$ cat src/rtl/pwm_dac_pkg.sv
`default_nettype none
// ============================================================================
//  Module      : pwm_dac_pkg
//  Description : Shared types and helpers for the multi-channel PWM DAC.
//  Revision    : 1.0 - initial release
// ============================================================================
package pwm_dac_pkg;

    typedef enum logic {
        PWM_EDGE   = 1'b0,
        PWM_CENTRE = 1'b1
    } pwm_mode_e;

    typedef enum logic {
        DIR_UP   = 1'b0,
        DIR_DOWN = 1'b1
    } pwm_dir_e;

    // A single channel still needs a 1-bit select so the port exists.
    function automatic int ch_idx_w(input int ch);
        return (ch > 1) ? $clog2(ch) : 1;
    endfunction

endpackage
`default_nettype wire

$ cat src/rtl/pwm_dac_mc_if.sv
`default_nettype none
// ============================================================================
//  Module      : pwm_dac_mc_if
//  Description : Host-side control/write bus and PWM outputs of pwm_dac_mc.
//  Revision    : 1.0 - initial release
// ============================================================================
interface pwm_dac_mc_if
    import pwm_dac_pkg::*;
#(
    parameter int N       = 8,
    parameter int CH      = 4,
    parameter int PRESC_W = 8
) ();

    localparam int CH_W = ch_idx_w(CH);

    logic [PRESC_W-1:0] prescale;
    logic               mode_in;
    logic [CH-1:0]      ch_en;
    logic               wr_en;
    logic [CH_W-1:0]    wr_ch;
    logic [N-1:0]       wr_data;
    logic [CH-1:0]      pwm_out;
    logic               period_tick;

    modport master (
        output prescale, mode_in, ch_en, wr_en, wr_ch, wr_data,
        input  pwm_out, period_tick
    );

    modport slave (
        input  prescale, mode_in, ch_en, wr_en, wr_ch, wr_data,
        output pwm_out, period_tick
    );

endinterface
`default_nettype wire

$ cat src/rtl/pwm_period_gen.sv
`default_nettype none
// ============================================================================
//  Module      : pwm_period_gen
//  Description : Shared prescaler, up / up-down period counter and commit detect.
//  Revision    : 1.0 - initial release
// ============================================================================
module pwm_period_gen
    import pwm_dac_pkg::*;
#(
    parameter int N       = 8,
    parameter int PRESC_W = 8
) (
    input  wire logic               clk,
    input  wire logic               reset,
    input  wire logic [PRESC_W-1:0] prescale_i,
    input  wire logic               mode_i,
    output logic      [N-1:0]       ctr_o,
    output logic                    tick_o,
    output logic                    commit_o
);

    localparam logic [N-1:0] c_max  = '1;
    localparam logic [N-1:0] c_one  = N'(1);
    localparam logic [N-1:0] c_zero = '0;

    logic [PRESC_W-1:0] presc_cnt_q, presc_cnt_d;
    logic [N-1:0]       ctr_q, ctr_d;
    pwm_dir_e           dir_q, dir_d;
    pwm_mode_e          mode_q, mode_d;
    logic               w_tick, w_boundary, w_commit;

    always_ff @(posedge clk) begin
        if (reset) begin
            presc_cnt_q <= '0;
            ctr_q       <= '0;
            dir_q       <= DIR_UP;
            mode_q      <= PWM_EDGE;
        end else begin
            presc_cnt_q <= presc_cnt_d;
            ctr_q       <= ctr_d;
            dir_q       <= dir_d;
            mode_q      <= mode_d;
        end
    end

    always_comb begin
        w_tick      = (presc_cnt_q == prescale_i);
        presc_cnt_d = w_tick ? '0 : presc_cnt_q + PRESC_W'(1);

        // ctr==0 while falling only occurs when MAX==1 (no 1..MAX-1 descent).
        if (mode_q == PWM_EDGE) begin
            w_boundary = (ctr_q == c_max);
        end else begin
            w_boundary = (dir_q == DIR_DOWN) && ((ctr_q == c_one) || (ctr_q == c_zero));
        end
        w_commit = w_tick & w_boundary & ~reset;

        ctr_d  = ctr_q;
        dir_d  = dir_q;
        mode_d = mode_q;
        if (w_commit) begin
            ctr_d  = '0;
            dir_d  = DIR_UP;
            mode_d = pwm_mode_e'(mode_i);
        end else if (w_tick) begin
            if (mode_q == PWM_EDGE) begin
                ctr_d = ctr_q + N'(1);
            end else if (dir_q == DIR_UP) begin
                if (ctr_q == c_max) begin
                    dir_d = DIR_DOWN;
                    ctr_d = ctr_q - N'(1);
                end else begin
                    ctr_d = ctr_q + N'(1);
                end
            end else begin
                ctr_d = ctr_q - N'(1);
            end
        end
    end

    assign ctr_o    = ctr_q;
    assign tick_o   = w_tick;
    assign commit_o = w_commit;

endmodule
`default_nettype wire

$ cat src/rtl/pwm_dac_mc.sv
`default_nettype none
// ============================================================================
//  Module      : pwm_dac_mc
//  Description : Multi-channel PWM DAC with double-buffered duties per channel.
//  Revision    : 1.0 - initial release
// ============================================================================
module pwm_dac_mc
    import pwm_dac_pkg::*;
#(
    parameter int N       = 8,
    parameter int CH      = 4,
    parameter int PRESC_W = 8
) (
    input  wire logic  clk,
    input  wire logic  reset,
    pwm_dac_mc_if.slave host
);

    localparam int c_ch_w = ch_idx_w(CH);

    logic [N-1:0]  w_ctr;
    logic          w_unused_tick;
    logic          w_commit;
    logic [CH-1:0] w_pwm;

    pwm_period_gen #(
        .N       (N),
        .PRESC_W (PRESC_W)
    ) u_period_gen (
        .clk        (clk),
        .reset      (reset),
        .prescale_i (host.prescale),
        .mode_i     (host.mode_in),
        .ctr_o      (w_ctr),
        .tick_o     (w_unused_tick),
        .commit_o   (w_commit)
    );

    for (genvar i = 0; i < CH; i++) begin : g_ch
        localparam logic [c_ch_w-1:0] c_idx = c_ch_w'(i);

        logic [N-1:0] shadow_q;
        logic [N-1:0] active_q;
        logic         pwm_q;

        // Non-blocking copy means a same-cycle write lands only in the shadow.
        always_ff @(posedge clk) begin
            if (reset) begin
                shadow_q <= '0;
                active_q <= '0;
                pwm_q    <= 1'b0;
            end else begin
                if (host.wr_en && (host.wr_ch == c_idx)) begin
                    shadow_q <= host.wr_data;
                end
                if (w_commit) begin
                    active_q <= shadow_q;
                end
                pwm_q <= host.ch_en[i] & (w_ctr < active_q);
            end
        end

        assign w_pwm[i] = pwm_q;
    end

    assign host.pwm_out     = w_pwm;
    assign host.period_tick = w_commit;

endmodule
`default_nettype wire

$ cat src/flat_wrapper.sv
// flat-port wrapper written by rule: the top's interface ports become plain ports
module pwm_dac_mc_flat import pwm_dac_pkg::*;
#(
    parameter int N       = 8,
    parameter int CH      = 4,
    parameter int PRESC_W = 8
)
  (clk, reset, host_prescale, host_mode_in, host_ch_en, host_wr_en, host_wr_ch, host_wr_data, host_pwm_out, host_period_tick);
  pwm_dac_mc_if #(.N(N), .CH(CH), .PRESC_W(PRESC_W)) host_i ();
  input  wire logic clk;
  input  wire logic reset;
  input wire logic [$bits(host_i.prescale)-1:0] host_prescale;
  input wire logic [$bits(host_i.mode_in)-1:0] host_mode_in;
  input wire logic [$bits(host_i.ch_en)-1:0] host_ch_en;
  input wire logic [$bits(host_i.wr_en)-1:0] host_wr_en;
  input wire logic [$bits(host_i.wr_ch)-1:0] host_wr_ch;
  input wire logic [$bits(host_i.wr_data)-1:0] host_wr_data;
  output wire logic [$bits(host_i.pwm_out)-1:0] host_pwm_out;
  output wire logic [$bits(host_i.period_tick)-1:0] host_period_tick;
  assign host_i.prescale = host_prescale;
  assign host_i.mode_in = host_mode_in;
  assign host_i.ch_en = host_ch_en;
  assign host_i.wr_en = host_wr_en;
  assign host_i.wr_ch = host_wr_ch;
  assign host_i.wr_data = host_wr_data;
  assign host_pwm_out = host_i.pwm_out;
  assign host_period_tick = host_i.period_tick;
  pwm_dac_mc #(.N(N), .CH(CH), .PRESC_W(PRESC_W)) u_core (.clk(clk), .reset(reset), .host(host_i));
endmodule
$ cat config.mk
export PLATFORM = sky130hd
export DESIGN_NAME = pwm_dac_mc_flat
export DESIGN_NICKNAME = d
export VERILOG_FILES = /design/src/rtl/pwm_dac_pkg.sv /design/src/rtl/pwm_dac_mc_if.sv /design/src/rtl/pwm_period_gen.sv /design/src/rtl/pwm_dac_mc.sv /design/src/flat_wrapper.sv
export SDC_FILE = /design/constraint.sdc
export NUM_CORES = 1
export LEC_CHECK = 0
export CORE_MARGIN = 2
export CORE_UTILIZATION = 55
export DETAILED_ROUTE_END_ITERATION = 10
export PLACE_DENSITY = 0.8
export SYNTH_ARGS = -nofsm -noshare
export SYNTH_HDL_FRONTEND = slang
export SYNTH_SLANG_ARGS = --single-unit
$ cat constraint.sdc
create_clock -name clk -period 2.38 [get_ports clk]
set_input_delay 0.476 -clock clk [delete_from_list [all_inputs] [get_ports clk]]
set_output_delay 0.476 -clock clk [all_outputs]
set_load 0.02 [all_outputs]
==> metrics.md, run 1 <==
| Metric | Value |
|---|---|
| Area added between synthesis and finish | `18.2%` |
| Total number of vias | `3369` |
| Class of the most critical setup path | `in -> out` |
| CTS clk-pin slew, worst paths | `80 ps` |
| RSZ-0062 raised after global routing | `false` |
| Worst Path Max Fanout | `2` |
| CTS tree | `yes` |
| Count of unresolved DRC violations after routing | `0` |
| Placement Setup Slack | `-470 ps` |
| Count of different cell masters after synthesis | `47` |
| Register bit total from synthesis | `86` |
| Max-slew violations | `0` |
| Placeable core region | `7650 um2` |
| Most frequently used cell type in the post-synthesis netlist | `sky130_fd_sc_hd__dfxtp_1` |
| Diode count | `0` |
| Full die area | `8560 um2` |
| Cells after Synth | `~470` |
| Critical Path Start Type | `input port` |
| Prevailing post-synth register cell | `sky130_fd_sc_hd__dfxtp_1` |
| Worst-case vdd ir drop | `0.323 mV` |
| Wire length per cell | `around 15 um` |
| HPWL Detailed | `approximately 6.6 mm` |
| Clock sink count | `86` |
| Number of search-and-repair iterations in the first detailed-routing pass | `6` |
| Cells along the critical path | `clkdlybuf4s50_1 > xor2_1 > nor4_2 > nand2_1 > nor3_2 > buf_4` |
| Leftover overflow at the end of global routing | `0` |
| Async S/R FF share, synth | `0` |
| Longest Clk Path Bufs | `2` |
| Crit end category | `primary output` |
| Minimum clock period after layout | `~2300 ps` |
| Filler Cells Inserted | `611` |
| Number of buffers inserted during clock tree synthesis | `9` |
| Setup clock skew after layout | `8.90 ps` |
| Die width | `~93 um` |
| Sum of routed wire length over all layers | `~9.1 mm` |
| Final period utilization | `0.965` |
| H-tree lvl count | `3` |
| Required time of the critical path | `1900 ps` |
| Area contributors post-synth | `sky130_fd_sc_hd__dfxtp_1, sky130_fd_sc_hd__mux2i_1, sky130_fd_sc_hd__ha_1, sky130_fd_sc_hd__nor2_1, sky130_fd_sc_hd__inv_1` |
| Max-cap violations | `0` |
| Top cell type by total area after synthesis | `sky130_fd_sc_hd__dfxtp_1` |
| Number of synthesized flops with an enable pin | `0` |
| Total global routing track utilization | `0.226` |
| Fraction of layout cells with a size suffix above 1 | `0.118` |
| Number of hold buffers added after CTS | `0` |
| Number of global-route vias before repair | `3296` |
| Post-synth design cell area | `4310 um2` |
| WP data arrival | `1820 ps` |
| Max_slew headroom | `0.620` |
| Count of antenna-violating nets left after detailed routing | `0` |
| Post-synthesis sequential area ratio | `0.399` |
| Power Dens Cells | `roughly 560 nW/um2` |
| Port Buffers | `30` |
| Number of DRC markers in iteration 0 | `153` |
| Antenna violations before repair | `0` |
| Tightest Pin Transition | `570 ps` |
| Achievable Freq | `~440 MHz` |
| Synth top area share | `0.399` |
| Average cell area after synthesis | `roughly 9.3 um2` |
| Final weighted congestion of routability-driven global placement | `between 0.9 and 1` |
| Most used standard cells in the synthesized netlist | `sky130_fd_sc_hd__dfxtp_1, sky130_fd_sc_hd__nor2_1, sky130_fd_sc_hd__mux2i_1` |
| Setup ws final | `84.0 ps` |
| Synthesized Nets | `524` |
| Row Count | `32` |
| Final cell count without fillers | `619` |
| Count of boundary I/O pins | `31` |
| Run status | `complete, no violations` |
| Largest net degree at the start of global routing | `a little under 60` |
| Number of cells in the design after placement | `602` |
| CP max-delay cell | `sky130_fd_sc_hd__clkdlybuf4s50_1` |
| Syn. warnings | `0` |
| Clock latency of the later-clocked register in the worst-skew pair | `360 ps` |
| Number of setup violations in the final report | `0` |
| Final hold violation count | `0` |
| Effective utilization at floorplan | `0.564` |
| Detail-routed via count per cell | `5.44` |
| Worst min-delay path category | `reg -> reg` |
| Wire length of the first global-routing pass | `15.3 mm` |
| Max stage delay on crit path | `420 ps` |
| Y dimension of the die | `92.5 um` |
| Leakage power summed over all cells | `2.44 nW` |
| Final net count | `572` |
| Clock root buffer master | `sky130_fd_sc_hd__clkbuf_8` |
logic make-up (layout without fill, tap and decap cells):
kind of cell | Yosys count | after routing | share of synthesized area
mux | 68 | 68 | 0.159
xor+xnor | 17 | 17 | 0.0345
buf+inv | 60 | 112 | 0.0644
fa+ha+maj | 33 | 33 | 0.0958
simple gates | 152 | 152 | 0.166
flops | 86 | 86 | 0.399
compound gates | 49 | 49 | 0.0807
layout make-up:
class / count / area (um2) / share of cell area
clock inverters: 4 / 72.6 / 0.0142
clock buffers: 11 / 131 / 0.0258
well taps: 102 / 128 / 0.0250
multi-input cells: 319 / 2330 / 0.457
repair buffers: 65 / 593 / 0.116
flip-flops and latches: 86 / 1720 / 0.338
inverters: 32 / 120 / 0.0236
flip-flops by register name, summed over array words and instances (netlist names):
register / count
u_core.g_ch.pwm_q: 4
u_core.g_ch.shadow_q: 32
u_core.g_ch.active_q: 32
u_core.u_period_gen.mode_q: 1
u_core.u_period_gen.dir_q: 1
u_core.u_period_gen.presc_cnt_q: 8
u_core.u_period_gen.ctr_o: 8
per-layer routing:
| metal | GRT usage | vias up | share of wire |
|---|---|---|---|
| li1 | - | 1681 | - |
| met1 | 0.281 | 1602 | 0.45 |
| met2 | 0.382 | 74 | 0.48 |
| met3 | 0.0472 | 12 | 0.047 |
| met4 | 0.0933 | 0 | 0.019 |
| met5 | 0 | - | 0 |
cell usage in the layout, fill, tap and decap left out, drive strengths merged, types with 3 or more instances in the layout:
master and count:
dfxtp 86, nand2 18, nor2 80, clkdlybuf4s50 23, nand2b 5, a31oi 11
ha 33, clkbuf 11, nor4 3, xor2 13, and2 3, dlymetal6s2s 5
a21o 8, nand3 19, o21ai 9, mux2i 67, or4b 3, a21oi 10
xnor2 4, nor3 5, buf 37, inv 32, and3 5
worst max-delay path, delay by kind of cell:
kind	cells	cell delay, ps
xor gates and xnor gates	1	160
buffers and inverters	2	580
and+or+nand+nor	3	610
metrics by stage:
step | instance area [um2] | hold WS, ps | power (mW) | util | setup TNS [ps]
after detailed placement | 4860 | 477 | 1.78 | 0.636 | -934
after CTS | 5070 | 499 | 2.86 | 0.663 | 0
after global routing | 5100 | 521 | 2.94 | 0.667 | 0
after floorplan | 4320 | 451 | 1.67 | - | 0
final | 5100 | 497 | 2.83 | 0.667 | 0
after global placement | 4860 | 468 | 1.77 | 0.636 | -710
path summary, 6_finish.rpt:
path | startpoint | end | slack (ps) | depth (start not counted)
max reg2reg | u_core.u_period_gen.ctr_o[0]$_SDFFE_PP0N_ | u_core.u_period_gen.ctr_o[4]$_SDFFE_PP0N_ | 150 | 7
max | host_prescale[7] | host_period_tick | 80 | 6
min | u_core.g_ch[0].shadow_q[5]$_SDFFE_PP0P_ | u_core.g_ch[0].active_q[5]$_SDFFE_PP0P_ | 500 | 2
min reg2reg | u_core.g_ch[0].shadow_q[5]$_SDFFE_PP0P_ | u_core.g_ch[0].active_q[5]$_SDFFE_PP0P_ | 500 | 2
what timing repair did:
action / CTS / global route
pin swaps: 3 / 5
cloned: 0 / 0
endpoints found under the setup margin: 1 / 1
resized for setup: 5 / 6
setup buffers: 1 / 1
endpoints found under the hold margin: 0 / 0
report_power, final:
group	switching [mW]	internal [mW]	leakage (nW)	total, mW
sequential	0.0203	1.47	0.696	1.49
clock	0.498	0.585	0.0994	1.08
combinational	0.133	0.131	1.64	0.264
Power figures use the tool's default switching activity.
==> run 2: changes to the inputs <==
--- a/config.mk
+++ b/config.mk
@@ -5,10 +5,9 @@
 export SDC_FILE = /design/constraint.sdc
 export NUM_CORES = 1
 export LEC_CHECK = 0
-export CORE_MARGIN = 2
-export CORE_UTILIZATION = 55
+export CORE_UTILIZATION = 52
 export DETAILED_ROUTE_END_ITERATION = 10
-export PLACE_DENSITY = 0.8
+export PLACE_DENSITY = 0.77
 export SYNTH_ARGS = -nofsm -noshare
 export SYNTH_HDL_FRONTEND = slang
 export SYNTH_SLANG_ARGS = --single-unit
==> metrics.md, run 2 (synthesis gave the netlist of run 1 again) <==
| Metric | Value |
|---|---|
| Sum of routed wire length over all layers | `9.39 mm (was 9.07 mm)` |
| CTS clk-pin slew, worst paths | `80 ps (about the same)` |
| Leftover overflow at the end of global routing | `0 (unchanged)` |
| Detail-routed via count per cell | `5.39 (was 5.44)` |
| Final hold violation count | `0 (unchanged)` |
| Antenna violations before repair | `0 (unchanged)` |
| Max_slew headroom | `0.657 (was 0.620)` |
| Placed Instance Area | `4840 um2 (was 4860 um2)` |
| Count of boundary I/O pins | `31 (unchanged)` |
| Worst min-delay path endpoint | `u_core.g_ch[3].active_q[2]$_SDFFE_PP0P_ (was u_core.g_ch[0].active_q[5]$_SDFFE_PP0P_)` |
| Layout Cell Area excl Fill | `5080 um2 (was 5100 um2)` |
| Effective utilization at floorplan | `0.547 (was 0.564)` |
| Longest Clk Path Bufs | `2 (unchanged)` |
| Y dimension of the die | `93.1 um (was 92.5 um)` |
| Sw frac | `0.241 (was 0.230)` |
| Run status | `complete, no violations (unchanged)` |
| Combinational share of power | `0.095 (was 0.093)` |
| Max stage delay on crit path | `410 ps (was 420 ps)` |
| Clock share of power | `0.378 (was 0.382)` |
| WP data arrival | `1790 ps (was 1820 ps)` |
| Minimum clock period after layout | `2270 ps (was 2300 ps)` |
| Class of the most critical setup path | `in -> out (unchanged)` |
| Worst-case vdd ir drop | `0.385 mV (was 0.323 mV)` |
| Diode count | `0 (unchanged)` |
| Wire length of the first global-routing pass | `16.0 mm (was 15.3 mm)` |
| HPWL Detailed | `6.65 mm (was 6.57 mm)` |
| H-tree lvl count | `3 (unchanged)` |
| Final net count | `572 (unchanged)` |
| Number of setup violations in the final report | `0 (unchanged)` |
| Port Buffers | `30 (unchanged)` |
| CP max-delay cell | `sky130_fd_sc_hd__clkdlybuf4s50_1 (unchanged)` |
| Reg2Reg Capture Point | `u_core.u_period_gen.ctr_o[4]$_SDFFE_PP0N_ (unchanged)` |
| Power Internal | `2.14 mW (was 2.18 mW)` |
| Total number of vias | `3339 (was 3369)` |
| Filler Cells Inserted | `659 (was 611)` |
| Row Count | `32 (unchanged)` |
| Number of buffers inserted during clock tree synthesis | `9 (unchanged)` |
| Power Dens Cells | `555 nW/um2 (was 556 nW/um2)` |
| Cells along the critical path | `clkdlybuf4s50_1 > xor2_1 > nor4_2 > nand2_1 > nor3_2 > buf_4 (unchanged)` |
| Startpoint of the most critical hold path | `u_core.g_ch[3].shadow_q[2]$_SDFFE_PP0P_ (was u_core.g_ch[0].shadow_q[5]$_SDFFE_PP0P_)` |
| Number of DRC markers in iteration 0 | `126 (was 153)` |
| Register-to-Register Setup Slack | `160 ps (was 150 ps)` |
| Top library cells by usage in the layout, fill and taps aside | `sky130_fd_sc_hd__dfxtp_1, sky130_fd_sc_hd__nor2_1, sky130_fd_sc_hd__mux2i_1, sky130_fd_sc_hd__buf_4, sky130_fd_sc_hd__ha_1 (unchanged)` |
| Largest net degree at the start of global routing | `50 (was 58)` |
| Count of antenna-violating nets left after detailed routing | `0 (unchanged)` |
| Final period utilization | `0.953 (was 0.965)` |
| Final weighted congestion of routability-driven global placement | `0.860 (was 0.913)` |
| Net Sw Power | `0.680 mW (was 0.652 mW)` |
| Required time of the critical path | `1900 ps (about the same)` |
| Total power consumption of the routed design | `2.82 mW (was 2.83 mW)` |
| Area added between synthesis and finish | `17.9% (was 18.2%)` |
| Die width | `93.1 um (was 92.5 um)` |
| Number of global-route vias before repair | `3442 (was 3296)` |
| Reg-to-Reg Start | `u_core.u_period_gen.ctr_o[2]$_SDFFE_PP0N_ (was u_core.u_period_gen.ctr_o[0]$_SDFFE_PP0N_)` |
| Critical Path Start Type | `input port (unchanged)` |
| Max-cap violations | `0 (unchanged)` |
| Worst Path Max Fanout | `2 (unchanged)` |
| Total global routing track utilization | `0.237 (was 0.226)` |
| Placeable core region | `7890 um2 (was 7650 um2)` |
| Cell depth of the worst flop-to-flop path | `7 (unchanged)` |
| Commonest non-fill, non-tap cell in the layout | `sky130_fd_sc_hd__dfxtp_1 (unchanged)` |
| CTS tree | `yes (unchanged)` |
| Number of stages on the worst hold path | `2 (unchanged)` |
| Clock root buffer master | `sky130_fd_sc_hd__clkbuf_8 (unchanged)` |
| RSZ-0062 raised after global routing | `false (unchanged)` |
| Crit end category | `primary output (unchanged)` |
| Max-slew violations | `0 (unchanged)` |
| Wire length per cell | `15.1 um (was 14.7 um)` |
| Tightest Pin Transition | `515 ps (was 570 ps)` |
| Setup clock skew after layout | `8.44 ps (was 8.90 ps)` |
| Count of unresolved DRC violations after routing | `0 (unchanged)` |
| Number of search-and-repair iterations in the first detailed-routing pass | `4 (was 6)` |
| Worst min-delay path category | `reg -> reg (unchanged)` |
| Achievable Freq | `441 MHz (was 436 MHz)` |
| Setup TNS | `0 ps (unchanged)` |
| Sequential Power Share | `0.527 (was 0.525)` |
| Leading registers by flop count | `u_core.g_ch.active_q (32), u_core.g_ch.shadow_q (32) (unchanged)` |
| Leakage power summed over all cells | `2.44 nW (about the same)` |
| Clock sink count | `86 (unchanged)` |
| Fraction of layout cells with a size suffix above 1 | `0.124 (was 0.118)` |
| Clock latency of the later-clocked register in the worst-skew pair | `360 ps (about the same)` |
| Full die area | `8660 um2 (was 8560 um2)` |
-- run 2: changes by cell type in the layout (fill, tap and decap cells not counted), sizes merged --
cell	change
clkinvlp	-1
bufinv	-1
clkinv	+3
-- run 2: repair_timing --
item                                    CTS  global route
endpoints found under the setup margin    1             2
resized for setup                         4             7
hold buffers                              0             0
buffers inserted                          2             1
pin swaps                                 2             4
-- run 2: metal layers --
layer,part of all wire,track usage,wire (um)
met1,0.46,0.281,4290
met2,0.49,0.416,4620
met3,0.035,0.0537,327
met4,0.016,0.0897,150
met5,0,0,0
-- run 2: power groups by stage --
stage               registers [mW]  clock network (mW)  logic [mW]
floorplan                     1.52                   0       0.149
global placement              1.52                   0       0.254
detailed placement            1.52                   0       0.267
CTS                           1.49                1.09       0.270
global route                  1.49                1.15       0.294
finish                        1.49                1.07       0.268
-- run 2: stage by stage --
stage                     worst slack [ps]  instances  utilization  hold slack, ps
after floorplan                        117        465            -             451
after global placement                -403        601        0.614             467
after detailed placement              -451        601        0.614             481
after CTS                            0.712        619        0.641             501
after global routing                  3.15        620        0.645             528
final                                  112        620        0.645             496
-- run 2: worst max-delay path, delay by kind of cell --
family | cells | cell delay [ps]
xor gates and xnor gates | 1 | 150
buffers and inverters | 2 | 570
and+or+nand+nor | 3 | 600
-- run 2: final cells by class --
type | instances | area, um2 | share of cell area
Clock buffer | 11 | 151 | 0.0298
Clock inverter | 5 | 57.6 | 0.0113
Inverter | 32 | 120 | 0.0236
Multi-Input combinational cell | 319 | 2320 | 0.457
Sequential cell | 86 | 1720 | 0.339
Tap cell | 102 | 128 | 0.0251
Timing Repair Buffer | 65 | 581 | 0.114
-- run 2: how the worst max path moves through the flow --
stage / slack [ps] / startpoint / cells after the start / end
after floorplan: 120 / host_prescale[5] / 5 / host_period_tick
after global placement: -400 / host_prescale[5] / 6 / host_period_tick
after detailed placement: -450 / host_prescale[1] / 6 / host_period_tick
after CTS: 0.7 / host_prescale[6] / 6 / host_period_tick
after global routing: 3 / host_prescale[4] / 6 / host_period_tick
final: 110 / host_prescale[4] / 6 / host_period_tick
==> RTL edit 1, RTL diff (settings of run 2) <==
`PRESC_W` is set to 8 in 4 places; all go to 7.
--- a/src/rtl/pwm_dac_mc_if.sv
+++ b/src/rtl/pwm_dac_mc_if.sv
@@ -10,5 +10,5 @@
     parameter int N       = 8,
     parameter int CH      = 4,
-    parameter int PRESC_W = 8
+    parameter int PRESC_W = 7
 ) ();
 
--- a/src/rtl/pwm_period_gen.sv
+++ b/src/rtl/pwm_period_gen.sv
@@ -9,5 +9,5 @@
 #(
     parameter int N       = 8,
-    parameter int PRESC_W = 8
+    parameter int PRESC_W = 7
 ) (
     input  wire logic               clk,
--- a/src/rtl/pwm_dac_mc.sv
+++ b/src/rtl/pwm_dac_mc.sv
@@ -10,5 +10,5 @@
     parameter int N       = 8,
     parameter int CH      = 4,
-    parameter int PRESC_W = 8
+    parameter int PRESC_W = 7
 ) (
     input  wire logic  clk,
--- a/src/flat_wrapper.sv
+++ b/src/flat_wrapper.sv
@@ -4,5 +4,5 @@
     parameter int N       = 8,
     parameter int CH      = 4,
-    parameter int PRESC_W = 8
+    parameter int PRESC_W = 7
 )
   (clk, reset, host_prescale, host_mode_in, host_ch_en, host_wr_en, host_wr_ch, host_wr_data, host_pwm_out, host_period_tick);
Ports: changed (resized host_prescale); port bits go from 31 to 30. No check against the original RTL was run, so the function may have changed too.
==> RTL edit 1 against run 2 <==
Combinational power fell by 19%. Worst hold slack got worse by 0.011 ns. Cell area fell by 2.4%. Worst setup slack got worse by 0.031 ns. Clock power fell by 6%. Routed wire length fell by 5.1%. Total power fell by 4.8%. Sequential share of layout area rose by 0.49 points. Sequential cell count fell by 1. Clock skew rose by 0.0048 ns. Critical path depth rose by 1. Synthesized area fell by 0.81%. Largest cell class unchanged.
==> RTL edit 1: results (changes against run 2) <==
| Metric | Value |
|---|---|
| Vias in the first global route | `3217 (-6.5%)` |
| Nonclk buf count | `59 (-9.2%)` |
| Slew headroom | `66.5% (+0.78 points)` |
| Multi-input combinational area share | `46.2% (+0.48 points)` |
| Final GP Congestion | `0.853 (-0.85%)` |
| Placed Area | `0.00474 mm^2 (-2.0%)` |
| NumNets Final | `558 (-2.4%)` |
| Worst vdd ir | `420 uV (+9.0%)` |
| Hold path depth | `1 (-1)` |
| Clock Skew | `0.0132 ns (+0.00476 ns)` |
| Critical path's largest stage delay | `0.39 ns (-0.02 ns)` |
| Max frequency | `0.435 GHz (-1.4%)` |
| FF/Latch Area | `0.00171 mm^2 (-0.94%)` |
| # Post-CTS Setup Buffers | `0 (-2)` |
| Cell-internal power | `1970 uW (-7.9%)` |
| Mapped Avg Cell Area | `9.38 um^2 (+1.1%)` |
| Tot GR Track Use | `22.6% (-1.1 points)` |
| Post-synthesis sequential area ratio | `39.8% (-0.14 points)` |
| Largest net degree at the start of global routing | `45 (-10%)` |
| CP max stage cell | `dfxtp_2` |
| Fillers | `671 (+1.8%)` |
| Crit. Startpoint | `u_core.u_period_gen.ctr_o[1]` |
| Setup WS pre-CTS | `-0.407 ns (+0.0435 ns)` |
| Placed Instances | `591 (-1.7%)` |
| Dpl hpwl | `6440 um (-3.1%)` |
| Synth cell count leaders | `dfxtp_1 (85), nor2_1 (82), mux2i_1 (67)` |
| Multi-input logic area | `0.00229 mm^2 (-1.3%)` |
| CP delay by family, top | `compound AO/OA/AOI/OAI gates` |
| DRT iter0 DRCs | `122 (-3.2%)` |
| CLK BUF | `9 (-2)` |
| First-pass GRT wire length | `15100 um (-5.5%)` |
| Hold path start | `u_core.u_period_gen.presc_cnt_q[0]` |
| Worst Path Max Fanout | `5 (+3)` |
| Mean number of vias per cell | `5.41 (+0.46%)` |
| FF-to-FF path depth | `8 (+1)` |
| CTS Sinks | `85 (-1.2%)` |
| Outcome | `complete, no violations` |
| Leakage | `0.00234 uW (-4.2%)` |
| PortBufs | `29 (-3.3%)` |
| Final non-filler cell total | `607 (-2.1%)` |
-- RTL edit 1: routing by layer --
| metal | vias up | global-route usage [%] | share of wire (%) |
|---|---|---|---|
| li1 | 1648 | - | - |
| met4 | 0 | 11.3 | 2.6 |
| met1 | 1551 | 25.9 | 43 |
| met2 | 65 | 39.6 | 51 |
| met5 | - | 0 | 0 |
| met3 | 20 | 5.09 | 3.5 |
-- RTL edit 1: cell families (layout without fill, tap and decap cells) --
kind of cell	count (synthesis)	after routing	share of synthesized area, %
buffers and inverters	59	108	7.26
and+or+nand+nor	148	148	16.4
xor gates and xnor gates	15	15	3.07
muxes	68	68	15.9
adders and majority gates	33	33	9.65
AOI/OAI and AO/OA	48	48	7.93
DFF	85	85	39.8
-- RTL edit 1: power groups by stage --
stage               logic, uW  registers [uW]  clock network [uW]
global placement          209            1500                   0
global route              237            1470                1100
CTS                       216            1460                1040
floorplan                 124            1500                   0
detailed placement        214            1500                   0
finish                    216            1460                1010
==> RTL edit 2, RTL diff (flow settings as in run 2) <==
Made on the original files. Reset style: asynchronous (`reset`), changed in 2 clocked blocks.
--- a/src/rtl/pwm_period_gen.sv
+++ b/src/rtl/pwm_period_gen.sv
@@ -30,5 +30,5 @@
     logic               w_tick, w_boundary, w_commit;
 
-    always_ff @(posedge clk) begin
+    always_ff @(posedge clk or posedge reset) begin
         if (reset) begin
             presc_cnt_q <= '0;
--- a/src/rtl/pwm_dac_mc.sv
+++ b/src/rtl/pwm_dac_mc.sv
@@ -45,5 +45,5 @@
 
         // Non-blocking copy means a same-cycle write lands only in the shadow.
-        always_ff @(posedge clk) begin
+        always_ff @(posedge clk or posedge reset) begin
             if (reset) begin
                 shadow_q <= '0;
Behaviour: same outputs for any inputs over 10 cycles, from zero or initial values and one cycle with reset high; that may be too few to reach the edited logic, so the function may still have changed.
==> RTL edit 2 against run 2 <==
Non-clock buffer count grew 1. Worst setup slack lost 0.040 ns. Cell area grew 5.8%. Sequential cell count is the same. Clock skew shrank 0.0021 ns. Via count shrank 12%. Register-to-register slack lost 0.06 ns. Global-route usage shrank 2.3 points. Synthesized area grew 3.9%. Routed wire length shrank 6.0%. Count of clock-buffer cells in the layout shrank 2. Core utilization grew 0.66 points. Largest cell class is now registers.
Power is not compared: it rests on default switching activity, and its combinational part moved more than twofold at a synthesized area within 25%.
==> RTL edit 2: results (changes against run 2) <==
| Metric | Value |
|---|---|
| Outcome | `complete, no violations` |
| FFs w/ async S/R, synth | `100% (+100 points)` |
| Worst hold path type | `register to register` |
| Post-synthesis sequential area ratio | `48.0% (+8.1 points)` |
| Setup WS pre-CTS | `-0.374 ns (+0.0770 ns)` |
| Leakage | `0.00243 uW` |
| Metal3 WL | `237 um (-28%)` |
| DRT iter0 DRCs | `97 (-23%)` |
| Syn Nets | `429 (-18%)` |
| NumNets Final | `495 (-13%)` |
| Clock Skew | `0.00633 ns (-0.00210 ns)` |
| Routed met2 length | `4310 um (-6.8%)` |
| Worst Tran Pin Value | `0.714 ns (+0.199 ns)` |
| Post-Synthesis Cells | `371 (-20%)` |
| WL final | `8820 um (-6.0%)` |
| Synth cell count leaders | `dfrtp_1 (86), mux2_2 (46), inv_1 (45)` |
| Clock latency on the worst-skew pair | `0.35 ns` |
| Final GP Congestion | `0.881 (+2.4%)` |
| CTS Root Buffer Type | `clkbuf_8` |
| Share of post-route cells with drive strength above 1 | `31.0% (+19 points)` |
| Setup-failing EPs final | `0 (unchanged)` |
| # diodes | `0 (unchanged)` |
| Maxcap violations | `0 (unchanged)` |
| Dpl hpwl | `6340 um (-4.5%)` |
| Tot GR Track Use | `21.4% (-2.3 points)` |
| WL met1 | `4160 um (-3.0%)` |
| Final non-filler cell total | `547 (-12%)` |
| Netlist cell types | `45 (-4.3%)` |
| First-pass GRT wire length | `14300 um (-11%)` |
| Remaining antenna violation count | `0 (unchanged)` |
| Ranking of synthesized cells by area | `dfrtp_1 (48%), mux2_2 (12%), ha_1 (8.9%)` |
| Mean number of vias per cell | `5.39 (+0.14%)` |
| Vias in the first global route | `2939 (-15%)` |
| Yosys Warn Count | `0 (unchanged)` |
| Regs by FF count | `u_core.g_ch.active_q x32, u_core.g_ch.shadow_q x32` |
| CTS Buf Count | `9 (unchanged)` |
| Placed Instances | `521 (-13%)` |
| Worst Path Max Fanout | `3 (+1)` |
| Worst EP arrival | `1.83 ns (+0.04 ns)` |
RTL edit 2: repair_timing:
item | 4_1_cts | 5_1_grt
pin swaps | 5 | 8
resized for setup | 12 | 12
setup endpoints to repair | 1 | 4
buffers inserted | 7 | 3
RTL edit 2: report_power, final:
part	total [uW]	switching (uW)	leakage [uW]	internal, uW
Sequential	1790	150	0.00109	1640
Clock	1040	547	0.0000960	489
Combinational	791	350	0.00125	442
RTL edit 2: logic make-up (layout without fill, tap and decap cells):
kind of cell	count (synthesis)	after routing	share of synthesized area, %
AO/OA/AOI/OAI	56	56	8.29
XOR/XNOR	15	15	2.93
adder cells (fa/ha/maj)	32	32	8.94
buffers and inverters	57	128	5.84
flip-flops	86	86	48.0
multiplexers	69	69	18.9
AND/OR/NAND/NOR	56	56	7.04
RTL edit 2: stage by stage:
stage | util (%) | area (um^2)
final | 65.1 | 5380
after CTS | 64.2 | 5300
after detailed placement | 61.0 | 5040
after floorplan | - | 4480
after global routing | 65.1 | 5380
after global placement | 61.0 | 5040
RTL edit 2: cell type report:
class                   instances  area, um^2
inverters                      46         184
repair buffers                 66         592
clock inverters                 7        72.6
flip-flops and latches         86        2150
well taps                     105         131
multi-input cells             228        2120
fillers                       630        2880
clock buffers                   9         124
RTL edit 2: critical path, cell delays in order (launching register included):
cell and delay [ns]:
dfrtp_1 0.42, buf_6 0.14, inv_4 0.07, ha_4 0.14
nor2_2 0.04, nor3_2 0.20, a32o_2 0.21, nand2_2 0.08
inv_4 0.08, buf_6 0.11
RTL edit 2: worst paths after layout:
kind / endpoint / slack (ns) / start / cells past startpoint
setup / recovery: host_period_tick / 0.07 / u_core.u_period_gen.ctr_o[1] / 9
hold / removal: u_core.g_ch[3].active_q[4] / 0.50 / u_core.g_ch[3].shadow_q[4] / 1
setup reg to reg: u_core.u_period_gen.ctr_o[0] / 0.10 / u_core.u_period_gen.ctr_o[0] / 8
hold reg to reg: u_core.g_ch[3].active_q[4] / 0.50 / u_core.g_ch[3].shadow_q[4] / 1
max in group asynchronous: u_core.g_ch[0].active_q[4] / 1.24 / reset / 4
min in group asynchronous: u_core.u_period_gen.ctr_o[7] / 0.69 / reset / 4
RTL edit 2: layer usage:
layer	GRT usage, %	vias up
li1	-	1434
met1	27.9	1463
met2	35.4	41
met3	4.35	12
met4	7.70	0
met5	0	-
